--- src/rtl/micro_seq_control_unit.sv ---
// ID-stage control unit: opcode decode plus a micro-op sequencer for the multi-cycle SWP-class opcode.
// Optional feature macro: ILLEGAL_TRAP_EN (flags undefined opcodes on the illegal output).
module micro_seq_control_unit #(
   parameter int unsigned         OPCODE_W     = 6,
   parameter int unsigned         CMD_W        = 4,
   parameter int unsigned         UOP_COUNT    = 2,
   parameter logic [OPCODE_W-1:0] SEQ_OPCODE   = 6'b111111,
   parameter logic [CMD_W-1:0]    SEQ_CMD_BASE = 4'b1100
) (
   input  logic                 clk,
   input  logic                 rst_n,
   input  logic [OPCODE_W-1:0]  opcode,
   input  logic                 instr_valid,
   input  logic                 stall,
   output logic                 freeze,
   output logic [2:0]           uop_idx,
   output logic [UOP_COUNT-1:0] swp_sel,
   output logic [CMD_W-1:0]     exec_cmd,
   output logic                 mem_r_en,
   output logic                 mem_w_en,
   output logic                 wb_en,
   output logic                 is_imm,
   output logic [1:0]           branch_type,
   output logic                 single_src,
   output logic                 illegal
);

   typedef enum logic {IDLE, SEQ} state_t;

   state_t     state;
   logic [2:0] idx;
   logic       seq_hit;
   logic       seq_active;
   logic       last_uop;

   // Micro-op 0 issues straight out of IDLE, so the sequence is active on the opcode match itself.
   assign seq_hit    = instr_valid && (opcode == SEQ_OPCODE);
   assign seq_active = (state == SEQ) || seq_hit;
   assign last_uop   = (idx == 3'(UOP_COUNT - 1));
   assign uop_idx    = idx;

   always_ff @(posedge clk or negedge rst_n) begin
      if (!rst_n) begin
         state <= IDLE;
         idx   <= '0;
      end else if (!stall && seq_active) begin
         if (last_uop) begin
            state <= IDLE;
            idx   <= '0;
         end else begin
            state <= SEQ;
            idx   <= idx + 3'd1;
         end
      end
   end

   always_comb begin
      freeze      = 1'b0;
      swp_sel     = '0;
      exec_cmd    = '0;
      mem_r_en    = 1'b0;
      mem_w_en    = 1'b0;
      wb_en       = 1'b0;
      is_imm      = 1'b0;
      branch_type = 2'b00;
      single_src  = 1'b0;
      illegal     = 1'b0;
      // Controls are gated by rst_n so nothing leaks out while reset is held.
      if (rst_n) begin
         if (seq_active) begin
            wb_en    = 1'b1;
            exec_cmd = SEQ_CMD_BASE + CMD_W'(idx);
            swp_sel  = UOP_COUNT'(1) << idx;
            freeze   = !last_uop;
         end else if (instr_valid) begin
            case (opcode)
               6'b000001: wb_en = 1'b1;
               6'b000011: begin exec_cmd = 4'b0010; wb_en = 1'b1; end
               6'b000101: begin exec_cmd = 4'b0100; wb_en = 1'b1; end
               6'b000110: begin exec_cmd = 4'b0101; wb_en = 1'b1; end
               6'b000111: begin exec_cmd = 4'b0110; wb_en = 1'b1; end
               6'b001000: begin exec_cmd = 4'b0111; wb_en = 1'b1; end
               6'b001001,
               6'b001010: begin exec_cmd = 4'b1000; wb_en = 1'b1; end
               6'b001011: begin exec_cmd = 4'b1001; wb_en = 1'b1; end
               6'b001100: begin exec_cmd = 4'b1010; wb_en = 1'b1; end
               6'b100000: begin is_imm = 1'b1; wb_en = 1'b1; single_src = 1'b1; end
               6'b100001: begin
                  exec_cmd   = 4'b0010;
                  is_imm     = 1'b1;
                  wb_en      = 1'b1;
                  single_src = 1'b1;
               end
               6'b100100: begin
                  is_imm     = 1'b1;
                  mem_r_en   = 1'b1;
                  wb_en      = 1'b1;
                  single_src = 1'b1;
               end
               6'b100101: begin is_imm = 1'b1; mem_w_en = 1'b1; end
               6'b101000: begin is_imm = 1'b1; branch_type = 2'b01; single_src = 1'b1; end
               6'b101001: begin is_imm = 1'b1; branch_type = 2'b10; end
               6'b101010: begin is_imm = 1'b1; branch_type = 2'b11; single_src = 1'b1; end
               6'b000000: exec_cmd = 4'b0000;
               default: begin
`ifdef ILLEGAL_TRAP_EN
                  illegal = 1'b1;
`else
                  illegal = 1'b0;
`endif
               end
            endcase
         end
      end
   end

endmodule

--- config.mk ---
export PLATFORM = sky130hd
export DESIGN_NAME = micro_seq_control_unit
export DESIGN_NICKNAME = d
export VERILOG_FILES = /design/src/rtl/micro_seq_control_unit.sv
export SDC_FILE = /design/constraint.sdc
export NUM_CORES = 1
export LEC_CHECK = 0
export BUFFER_PORTS_ARGS = -buffer_cell sky130_fd_sc_hd__buf_4
export CORE_MARGIN = 4
export CORE_UTILIZATION = 40
export DETAILED_ROUTE_END_ITERATION = 8
export HOLD_SLACK_MARGIN = 0.1
export PLACE_DENSITY = 0.75
export SYNTH_ARGS = -nofsm -noshare
export SYNTH_HDL_FRONTEND = slang
export SYNTH_SLANG_ARGS = --single-unit
--- constraint.sdc ---
create_clock -name clk -period 1.22 [get_ports clk]
set_input_delay 0.244 -clock clk [delete_from_list [all_inputs] [get_ports clk]]
set_output_delay 0.244 -clock clk [all_outputs]
set_load 0.02 [all_outputs]
==> results.json <==
{
  "via_per_inst": 5.76,
  "violations": "setup timing",
  "min_period_ps": 1670,
  "synth-compound-area-share_pct": 26.5,
  "dp_cells": 136,
  "grt_max_degree": 10,
  "leakage_nw": 0.564,
  "netlist.area_leader.share_pct": 16.9,
  "synth-adder-area-share_pct": 0,
  "path_cells": "a41oi_4, nor2_2, a32o_2, buf_6",
  "area.growth.synth_to_final_pct": 102,
  "cts.path.max_buffers": 2,
  "crit_arrival_ps": 1430,
  "grt_use_total_pct": 25.0,
  "use_met1_pct": 30.4,
  "synth_top_family_by_area": "simple AND/OR/NAND/NOR gates",
  "synthTopCellsByCount": "nor2_1, nand2b_1, dfrtp_1, nor3_1",
  "final_hold_viol_count": 0,
  "grt_pass1_wl_um": 3800,
  "use_met2_pct": 44.0,
  "rows": 13,
  "final_antenna_net_count": 0,
  "sequentialPowerShare_pct": 28.5,
  "gr-usage-met3_pct": 5.08,
  "combPwrFrac_pct": 45.8,
  "htree_levels": 1,
  "yosysTopAreaCell": "dfrtp_1",
  "cts_buffers": 3,
  "clockRootBuffer": "clkbuf_4",
  "stdcell_count": 141,
  "rsz0062_at_grt": "yes",
  "cts_tree": "yes",
  "dr_total_vias": 812,
  "die_w_um": 46.4,
  "hold_depth": 2,
  "finalCritPeriodShare_pct": 137,
  "seq_area_frac_synth_pct": 16.9,
  "yosys_warnings": 0,
  "startpoint_type": "register",
  "drc": 0,
  "worst_slack_ps": -454,
  "yosysMostFrequentCell": "nor2_1",
  "crit_type": "reg2out",
  "setup_violations": 18,
  "yosysUniqueCellTypes": 38,
  "hold_slack_ps": 272,
  "p_switching_mw": 0.310,
  "synth_nets": 86,
  "max_cap_viol_count": 0,
  "fin_worst_skew_ps": 14.1,
  "max_freq_ghz": 0.597,
  "clk_pin_slew_ps": 40,
  "cp.required_ps": 980,
  "ys_top_cells_by_area": "dfrtp_1, nand2b_1, nor2_1, a32o_1, a41oi_4",
  "synthCells": 76,
  "p_int_mw": 0.448,
  "async_reset_ff_share_pct": 100,
  "clockPowerShare_pct": 25.7,
  "ios": 28,
  "fillers": 69,
  "gr-max-usage-layer": "met2",
  "grt_overflow_total": 0,
  "grt_antenna_before_repair": 0,
  "gp_congestion": 0.819,
  "grt_pass1_vias": 804,
  "cp_slowest_cell": "dfrtp_2",
  "avgSynthCellArea_um2": 7.77,
  "drtPass1Iterations": 4,
  "critical_path_peak_fanout": 5,
  "max-vdd-ir-drop_mv": 0.403,
  "critPathCaptureType": "output pin",
  "coreArea_um2": 1350,
  "synthMuxAreaShare_pct": 5.93,
  "synth-edff-count": 0,
  "slew_viol_final": 0,
  "synthSimpleGateAreaFrac_pct": 36.2,
  "fin_setup_tns_ps": -6010,
  "synthFlopType": "dfrtp_1",
  "final_nets": 137,
  "cts.sinks": 4,
  "dp_hpwl_um": 1750,
  "place_ws_ps": -321,
  "status": "complete, but fails checks",
  "cpPeakStageDelay_ps": 450,
  "power_density_nw_per_um2": 635,
  "wl_per_cell_um": 16.9,
  "initialDrtViolationCount": 24,
  "min_path_type": "in2reg",
  "start_util_pct": 43.7,
  "post_cts_buffers": 0,
  "drt_wl_total_um": 2380,
  "synth_area_um2": 591,
  "drive_gt1_share_pct": 67.5,
  "die_h_um": 46.4,
  "reg2reg_depth": 4,
  "n_antenna_cell": 0,
  "p_sw_share_pct": 40.9,
  "synthXorXnorAreaFrac_pct": 4.45,
  "clock_latency_ps": 250,
  "io_buffers": 26,
  "dieArea_um2": 2160,
  "synth_seq_cells": 4
}
[cells in the final DEF, fill, tap and decap left out, drive strengths merged, types with 2 or more instances in the layout]
master  instances
buf            52
nor2           10
nand2b          6
nor3            5
inv             4
clkbuf          4
dfrtp           4
nor4            3
a32o            3
o21ai           3
a21oi           3
mux2i           2
a211oi          2
a31oi           2
nand2           2
xor2            2
nor3b           2
[layer usage]
| metal | share of wire, % | up-vias |
|---|---|---|
| met4 | 0.80 | 0 |
| met2 | 52 | 36 |
| met5 | 0 | - |
| met3 | 5.9 | 2 |
| met1 | 41 | 391 |
| li1 | - | 383 |
[sequential cells by signal (all words and copies together), names as in the netlist]
| signal | flops |
|---|---|
| state | 1 |
| uop_idx | 3 |
[worst max-delay path: cells and delay by family, from the launching register on]
family,cells,cell delay [ps]
buf+inv,1,130
flops,1,450
simple gates,1,100
compound gates,2,510
[layout make-up]
type | instances | area, um2 | area share (%)
flip-flops and latches | 4 | 104 | 8.70
clock buffers | 4 | 26.3 | 2.20
inverters | 4 | 15.0 | 1.26
repair buffers | 53 | 439 | 36.8
well taps | 15 | 18.8 | 1.57
multi-input cells | 61 | 591 | 49.5
[metrics by stage]
| step | total power, mW | cell area [um2] | util [%] |
|---|---|---|---|
| 2_1_floorplan | 0.408 | 753 | - |
| 3_3_place_gp | 0.539 | 1120 | 83.0 |
| 3_5_place_dp | 0.549 | 1120 | 83.0 |
| 4_1_cts | 0.757 | 1190 | 88.3 |
| 5_1_grt | 0.799 | 1190 | 88.4 |
| 6_report | 0.758 | 1190 | 88.4 |
[final timing paths]
check                                   from                      to  slack, ps
max                        state$_DFFE_PN0P_             exec_cmd[0]       -450
min                                    stall       state$_DFFE_PN0P_        270
max reg2reg                state$_DFFE_PN0P_  uop_idx[1]$_DFFE_PN0P_       -160
min reg2reg                state$_DFFE_PN0P_       state$_DFFE_PN0P_        600
max in group asynchronous              rst_n       state$_DFFE_PN0P_        480
min in group asynchronous              rst_n  uop_idx[2]$_DFFE_PN0P_        610
[cell families (layout without fill, tap and decap cells)]
| logic type | count (synthesis) | in the layout |
|---|---|---|
| AO/OA/AOI/OAI | 19 | 19 |
| multiplexers | 3 | 3 |
| AND/OR/NAND/NOR | 35 | 35 |
| other | 1 | 1 |
| XOR/XNOR | 3 | 3 |
| buffers and inverters | 11 | 61 |
| flip-flops | 4 | 4 |
[power by group through the flow]
| stage | Sequential, mW | Clock, mW | Combinational, mW |
|---|---|---|---|
| after floorplan | 0.190 | 0 | 0.218 |
| after global placement | 0.215 | 0 | 0.324 |
| after detailed placement | 0.217 | 0 | 0.333 |
| after CTS | 0.215 | 0.200 | 0.342 |
| after global routing | 0.220 | 0.209 | 0.369 |
| final | 0.216 | 0.195 | 0.347 |
[timing repair]
| action | 4_1_cts | 5_1_grt |
|---|---|---|
| cloned | 0 | 0 |
| gates resized for setup | 10 | 1 |
| hold buffers | 1 | 0 |
| pin swaps | 4 | 1 |
| endpoints found under the hold margin | 4 | 0 |
| endpoints found under the setup margin | 16 | 19 |
No activity file was read; power rests on OpenSTA's default activity.
